<file path="src/rtl/mips_cpu_hilo_unit.sv">
// mips_cpu_hilo_unit: HI/LO register unit handling multiply, divide sequencing and MTHI/MTLO writes
module mips_cpu_hilo_unit #(
  parameter bit DBZ_WRITES_ZERO = 1'b0
) (
  input  logic        clk,
  input  logic        reset,
  input  logic        op_valid,
  input  logic [2:0]  op,
  input  logic [31:0] rs_val,
  input  logic [31:0] rt_val,
  output logic        busy,
  output logic [31:0] hi,
  output logic [31:0] lo,
  output logic        dbz,
  output logic        div_start,
  output logic [31:0] div_dividend,
  output logic [31:0] div_divisor,
  input  logic [31:0] div_quotient,
  input  logic [31:0] div_remainder,
  input  logic        div_done
);
  typedef enum logic [2:0] {IDLE, MUL, DIV_ISSUE, DIV_WAIT, DIV_FIX} state_t;
  state_t state;
  logic [31:0] op_a, op_b, q_r, r_r, mag_rs, mag_rt;
  logic mul_signed, sign_q, sign_r, is_sdiv;
  logic signed [63:0] ea, eb;
  logic [63:0] prod;
  assign busy = state != IDLE;
  assign div_start = state == DIV_ISSUE;
  assign div_dividend = op_a;
  assign div_divisor = op_b;
  assign is_sdiv = op == 3'd2;
  assign mag_rs = (is_sdiv && rs_val[31]) ? 32'd0 - rs_val : rs_val;
  assign mag_rt = (is_sdiv && rt_val[31]) ? 32'd0 - rt_val : rt_val;
  // Sign-extend only for MULT; the low 64 bits of the product are then right for both forms
  assign ea = {{32{mul_signed & op_a[31]}}, op_a};
  assign eb = {{32{mul_signed & op_b[31]}}, op_b};
  assign prod = 64'(ea * eb);
  always_ff @(posedge clk) begin
    if (reset) begin
      state <= IDLE;
      hi <= '0;
      lo <= '0;
      dbz <= 1'b0;
      op_a <= '0;
      op_b <= '0;
      q_r <= '0;
      r_r <= '0;
      mul_signed <= 1'b0;
      sign_q <= 1'b0;
      sign_r <= 1'b0;
    end else begin
      dbz <= 1'b0;
      case (state)
        IDLE: if (op_valid) begin
          case (op)
            3'd0, 3'd1: begin
              op_a <= rs_val;
              op_b <= rt_val;
              mul_signed <= op == 3'd0;
              state <= MUL;
            end
            3'd2, 3'd3: begin
              if (rt_val == '0) begin
                dbz <= 1'b1;
                if (DBZ_WRITES_ZERO) begin
                  hi <= '0;
                  lo <= '0;
                end
              end else if (rs_val == '0) begin
                hi <= '0;
                lo <= '0;
              end else begin
                op_a <= mag_rs;
                op_b <= mag_rt;
                sign_q <= is_sdiv & (rs_val[31] ^ rt_val[31]);
                sign_r <= is_sdiv & rs_val[31];
                state <= DIV_ISSUE;
              end
            end
            3'd4: hi <= rs_val;
            3'd5: lo <= rs_val;
            default: ;
          endcase
        end
        MUL: begin
          {hi, lo} <= prod;
          state <= IDLE;
        end
        DIV_ISSUE: state <= DIV_WAIT;
        DIV_WAIT: if (div_done) begin
          q_r <= div_quotient;
          r_r <= div_remainder;
          state <= DIV_FIX;
        end
        DIV_FIX: begin
          lo <= sign_q ? 32'd0 - q_r : q_r;
          hi <= sign_r ? 32'd0 - r_r : r_r;
          state <= IDLE;
        end
        default: state <= IDLE;
      endcase
    end
  end
endmodule

</file>
<file path="config.mk">
export PLATFORM = sky130hd
export DESIGN_NAME = mips_cpu_hilo_unit
export DESIGN_NICKNAME = d
export VERILOG_FILES = /design/src/rtl/mips_cpu_hilo_unit.sv
export SDC_FILE = /design/constraint.sdc
export NUM_CORES = 2
export LEC_CHECK = 0
export ABC_AREA = 1
export ABC_CLOCK_PERIOD_IN_PS = 7730
export BUFFER_PORTS_ARGS = -buffer_cell sky130_fd_sc_hd__buf_4
export CAP_MARGIN = 20
export CELL_PAD_IN_SITES_DETAIL_PLACEMENT = 1
export CELL_PAD_IN_SITES_GLOBAL_PLACEMENT = 2
export CORE_UTILIZATION = 35
export DETAILED_ROUTE_END_ITERATION = 10
export HOLD_SLACK_MARGIN = 0.03
export PLACE_DENSITY = 0.88
export SLEW_MARGIN = 10
export SYNTH_ARGS = -nofsm -noshare
export SYNTH_HDL_FRONTEND = slang
export SYNTH_SLANG_ARGS = --single-unit
</file>
<file path="constraint.sdc">
create_clock -name clk -period 7.73 [get_ports clk]
set_input_delay 1.546 -clock clk [delete_from_list [all_inputs] [get_ports clk]]
set_output_delay 1.546 -clock clk [all_outputs]
set_load 0.05 [all_outputs]
</file>
# Word level (Yosys, flattened, before mapping)
# Cells that the tools add are included.
# classes
n_bitwise	10
shifts	0
n_mux	25
n_div	0
add_sub_neg	4
n_mul	1
n_reduce_logical	19
n_lt_le_gt_ge	0
eq_ne	19
# ops
cell	count
32-bit 2-to-1 mux	12
32-bit case mux with 2 select lines	4
32-bit case mux with 3 select lines	2
1-bit by 32-bit subtractor with 32-bit output (first input constant)	4
32-bit logical NOT	2
33-bit by 33-bit multiplier with 64-bit output	1
5-bit AND reduction	5
3-bit by 2-bit equality test with 1-bit output (second input constant)	4
3-bit 2-to-1 mux	4
3-bit equality test (second input constant)	3
3-bit by 1-bit inequality test with 1-bit output (second input constant)	3
3-bit inequality test (second input constant)	3
3-bit case mux with 3 select lines	1
2-bit inequality test (second input constant)	4
3-bit by 1-bit equality test with 1-bit output (second input constant)	2
3-bit logical NOT	2
3-bit case mux with 2 select lines	1
3-bit nonzero test	2
1-bit NOT	5
1-bit AND	4
2-bit OR reduction	2
4-bit OR reduction	1
3-bit AND reduction	1
1-bit logical AND	2
4 further kinds	4
# totals
wordCells	89
register_bits	199
rom_bits	0
memories	0
ramBits	0
latch_bits	0

# Logic depth before layout (Yosys ltp)
# depth
ltp_word	6
mapped_depth	36

# Least setup slack after synthesis
# No wires, ideal clock.
# synth_timing
path_kind	flip-flop to flip-flop
startpoint	reg op_a[31], in the netlist div_dividend[31]
endpoint	reg hi[21]
slack_ns	-0.117
path_buffers	2
path_stages_with_launch	30
t_required_ns	7.613
arrival_time_ns	7.730
period_less_slack_ns	7.847
path_cell_list	dfxtp_1 clkbuf_1 nand2_1 inv_1 clkbuf_1 nand2_1 inv_1 fa_1 inv_1 fa_1 inv_1 fa_1 fa_1 inv_1 fa_1 inv_1 fa_1 inv_1 fa_1 fa_1 inv_1 ha_1 a21o_1 o21bai_1 o21bai_1 a21oi_1 nand3_1 or2_2 nand3_1 a21oi_1
# synth_via
elab_chain_len	3
# synth_rtl
item	line	rtl
start, declared	24	logic [31:0] op_a, op_b, q_r, r_r, mag_rs, mag_rt;
start signal, assigned	58	op_a <= rs_val;
start signal, assigned	74	op_a <= mag_rs;
1-bit AND	36	assign ea = {{32{mul_signed & op_a[31]}}, op_a};
33-bit by 33-bit multiplier with 64-bit output *	38	assign prod = 64'(ea * eb);
32-bit case mux with 3 select lines *	54	case (state)
end signal, assigned	81	3'd4: hi <= rs_val;
end signal, assigned	87	{hi, lo} <= prod;
end signal, assigned	98	hi <= sign_r ? 32'd0 - r_r : r_r;
end, declared	12	output logic [31:0] hi,
# Every way passes the cells marked *; elsewhere a longest branch is shown, timed or not.
# A chain may end at the register's enable or synchronous reset.

# Worst setup path after layout
# layout_timing
startpoint	reg op_a[10], in the netlist div_dividend[10]
endpoint	reg hi[2]
# layout_via
elab_chain_len	2
# layout_rtl
item	line
33-bit by 33-bit multiplier with 64-bit output	38
32-bit case mux with 3 select lines	54
# No other way between the ends.

==> summary.md <==
| Metric | Value |
|---|---|
| H-tree lvl count | 4 |
| Final setup slack of the worst path | 186.4 ps |
| Fillcell total | 18.01k |
| Post-synthesis net count | 8358 |
| Detail Placement HPWL | 171.5 mm |
| Clock root buffer master | clkbuf_16 |
| IO Count | 266 |
| Core area | 145400 sq um |
| Wire per inst | 22.14 um |
| Core occupancy in the finished layout | 0.4061 |
| Power share of the clock group | 0.080 |
| Netlist cell types | 47 |
| RSZ-0062 raised after global routing | yes |
| Critical Path AT | 7950 ps |
| Proportion of synthesized chip area in sequential cells | 0.07776 |
| Relative contribution of sequential cells to total power | 0.130 |
| Kind of end point of the critical path | register |
| Area of the mapped netlist | 51230 sq um |
| Congestion Overflow GR | 0 |
| Placed instance count | 9074 |
| Library cell appearing most often on the critical path | fa_1 |
| Maximum clock insertion buffer count | 2 |
| Power per cell area | 210.3 nW/um^2 |
| Die Span Y | 384.6 um |
| Number of buffers and inverters on the critical path | 8 |
| Initial Utilization | 0.3524 |
| Fraction of final layout cells sized beyond drive strength 1 | 0.1150 |
| Number of instances in the synthesized netlist | 6882 |
| Total Power Consumption | 12.42 mW |
| Logic pwr share | 0.789 |
| Maximum fanout encountered on the critical timing path | 21 |
| Area Growth Syn to Fin | 15.25% |
| Leak | 31.19 nW |
| Final instance area | 59040 sq um |
| Number of global-route vias before repair | 51.05k |
| Power spent charging and discharging nets | 7.287 mW |
| Worst Max-Slew Pin Slew | 1228 ps |
| Initial antenna violation count | 7 |
| Global placer's final weighted congestion | 0.9459 |
| First-pass GRT wire length | 308.7 mm |
| Worst-skew pair later-pin latency | 530 ps |
| Time the final worst path needs with I/O delays and setup | 7544 ps |
| Count of routing violations after the opening detailed-route iteration | 2852 |
| Max capacitance violation total | 0 |
| Slowest CP cell | fa_1 |
| Final-stage net count | 8669 |
| Required time at the worst-slack endpoint | 8130 ps |
| Period utilization | 0.9759 |
| Via count | 45.54k |
| Final hold vios | 0 |
| Post-route antenna net violation count | 0 |
| Worst Path Class, Setup | reg2reg |
| Non-filler cells, final | 9126 |
| Post-detailed-placement cell area | 57750 sq um |
| Quantity of I/O buffers inserted on ports | 265 |
| Total detailed-routing wirelength | 202.0 mm |
| DIE AREA | 147900 sq um |
| Internal Power | 5.132 mW |
| Slew margin rel. | 0.1737 |
| Most used flip-flop cell after synthesis | dfxtp_1 |
| Setup slack after placement | -98.65 ps |
| GRT Total Usage | 0.2773 |
| Number of CTS-inserted buffers | 17 |
| DIE WIDTH | 384.6 um |
| Total DRC errors in the routed layout | 0 |
| Seq. cell area | 4023 sq um |
| Largest stage delay, worst path | 540 ps |
| Worst hold-check path type | reg2reg |
| Number of vias per cell after detailed routing | 4.990 |
| Ys Warns | 0 |
| Sink count of the clock tree | 199 |
| Maximum number of pins on one net before global-route repair | 101 |
| Ys async rst share | 0 |
| Switching share of power | 0.5868 |
| Reg clk slew, reported paths | 90 ps |
| Max Freq | 132.6 MHz |
| Clock Skews | 16.62 ps |
| Cell class contributing the biggest share of worst-path delay | adder cells |
| Average footprint of a synthesized cell | 7.444 sq um |
| Outcome | finished, final reports clean |
| Number of iterations in the first detailed-routing pass | 5 |
| Final setup fails | 0 |
| Count of flip-flops with a built-in enable after synthesis | 0 |
| Area occupied by multi-input gates | 39340 sq um |
| Flop and latch count out of synthesis | 199 |
| Maximum resistive drop on vdd | 0.2077 mV |
| CTS tree | done |
| Final slew viol count | 0 |
| Rows | 140 |
| Quantity of hold-fixing buffers added after cts | 0 |
| Critical path startpoint category | register |
[worst paths after layout]
check | to | from | depth (start not counted) | slack [ps]
worst max register to register | hi[2] | div_dividend[10] | 26 | 190
worst max-delay path | hi[2] | div_dividend[10] | 26 | 190
worst min-delay path | lo[5] | lo[5] | 2 | 500
worst min register to register | lo[5] | lo[5] | 2 | 500
[metrics by stage]
step           TNS (ps)  hold slack, ps
3_5_place_dp     -506.3           477.1
6_report              0           499.4
5_1_grt          -104.3           537.8
2_1_floorplan         0           434.0
3_3_place_gp     -14.82           460.3
4_1_cts               0           499.8
[what timing repair did]
action                     CTS  global route
pin swaps                    1            13
cloned                       0             5
gates resized for setup     13           134
buffers inserted             4             6
setup endpoints to repair   14            41
[synth_stat cells (2+ instances only)]
cell / instances / area (sq um)
inv_1: 1815 / 6813
nand2_1: 1633 / 6130
fa_1: 1125 / 22520
nor2_1: 506 / 1899
clkbuf_1: 326 / 1224
o21ai_0: 295 / 1476
a21oi_1: 272 / 1361
ha_1: 216 / 2703
dfxtp_1: 199 / 3984
nand3_1: 170 / 850.8
xor2_1: 63 / 551.8
nor3_1: 50 / 250.2
nand4_1: 30 / 187.7
or2_2: 20 / 125.1
buf_2: 18 / 90.09
o21bai_1: 16 / 120.1
nand3b_1: 14 / 105.1
o211ai_1: 13 / 97.59
nor4_1: 11 / 68.82
xnor2_1: 11 / 96.34
o22ai_1: 9 / 56.30
a31oi_1: 6 / 37.54
a21o_1: 5 / 37.54
buf_6: 5 / 56.30
inv_2: 5 / 18.77
nor3_2: 5 / 50.05
o21a_1: 5 / 37.54
and3_1: 4 / 25.02
buf_4: 4 / 30.03
buf_1: 3 / 11.26
nand2_2: 3 / 18.77
o221ai_1: 3 / 26.28
or2_1: 3 / 18.77
a211oi_1: 2 / 15.01
a22oi_1: 2 / 15.01
nor2_2: 2 / 12.51
o21ai_1: 2 / 10.01
o32ai_1: 2 / 17.52
[sequential cells by signal, indices dropped and copies added, names as in the netlist]
name	count
dbz	1
div_dividend	32
div_divisor	32
hi	32
lo	32
mul_signed	1
q_r	32
r_r	32
sign_q	1
sign_r	1
state	3
[cell usage in the layout (no fill, tap or decap), types with 7 or more instances in the layout]
master / Yosys / routed
inv_1: 1815 / 1803
nand2_1: 1633 / 1625
fa_1: 1125 / 1116
buf_4: 4 / 571
nor2_1: 506 / 486
o21ai_0: 295 / 281
a21oi_1: 272 / 259
ha_1: 216 / 202
dfxtp_1: 199 / 180
nand3_1: 170 / 165
xor2_1: 63 / 63
buf_12: 0 / 63
nor3_1: 50 / 44
nand4_1: 30 / 30
clkbuf_16: 0 / 22
nor2_2: 2 / 21
or2_2: 20 / 20
o21bai_1: 16 / 16
o21ai_1: 2 / 15
nand3b_1: 14 / 14
a21oi_2: 1 / 14
o211ai_1: 13 / 13
dfxtp_2: 0 / 13
nand2_2: 3 / 11
xnor2_1: 11 / 11
inv_2: 5 / 9
nor3_2: 5 / 9
o22ai_1: 9 / 9
fa_2: 0 / 9
nor4_1: 11 / 8
ha_2: 0 / 8
buf_6: 5 / 7
[power groups by stage]
stage                     sequential (mW)  combinational [mW]  clock, mW
after floorplan                      2.19                4.69          0
after global placement               1.62                9.30          0
after detailed placement             1.62                9.45          0
after CTS                            1.60                9.60       1.02
after global routing                 1.64                10.6       1.05
final                                1.62                9.80      0.999
[cells by family (layout without fill, tap and decap cells)]
logic type                 count (synthesis)  in the layout  synth area share
and+or+nand+nor                         2454           2454            0.1909
AOI/OAI and AO/OA                        637            637           0.06538
DFF                                      199            199           0.07776
buffers and inverters                   2177           2501            0.1610
adders and majority gates               1341           1341            0.4923
other                                      0              3                 0
xor gates and xnor gates                  74             74           0.01265
[layer usage]
metal	routed length, um	GRT usage	up-vias
li1	-	-	20420
met1	88820	0.3741	23730
met2	98430	0.4732	1131
met3	9455	0.02979	262
met4	5284	0.06893	2
met5	13	0	-
[tightest hold or removal path, delay by kind of cell (launching register included)]
family	cells	cell delay, ps
flops	1	330
simple gates	2	130
[cell type report]
class                   count  area share
flip-flops and latches    199     0.06813
well taps                1917     0.04062
clock inverters            15    0.003306
repair buffers            648     0.09814
multi-input cells        4506      0.6663
diodes                      3   0.0001271
inverters                1821      0.1162
clock buffers              17    0.007205
Power figures use the tool's default switching activity.
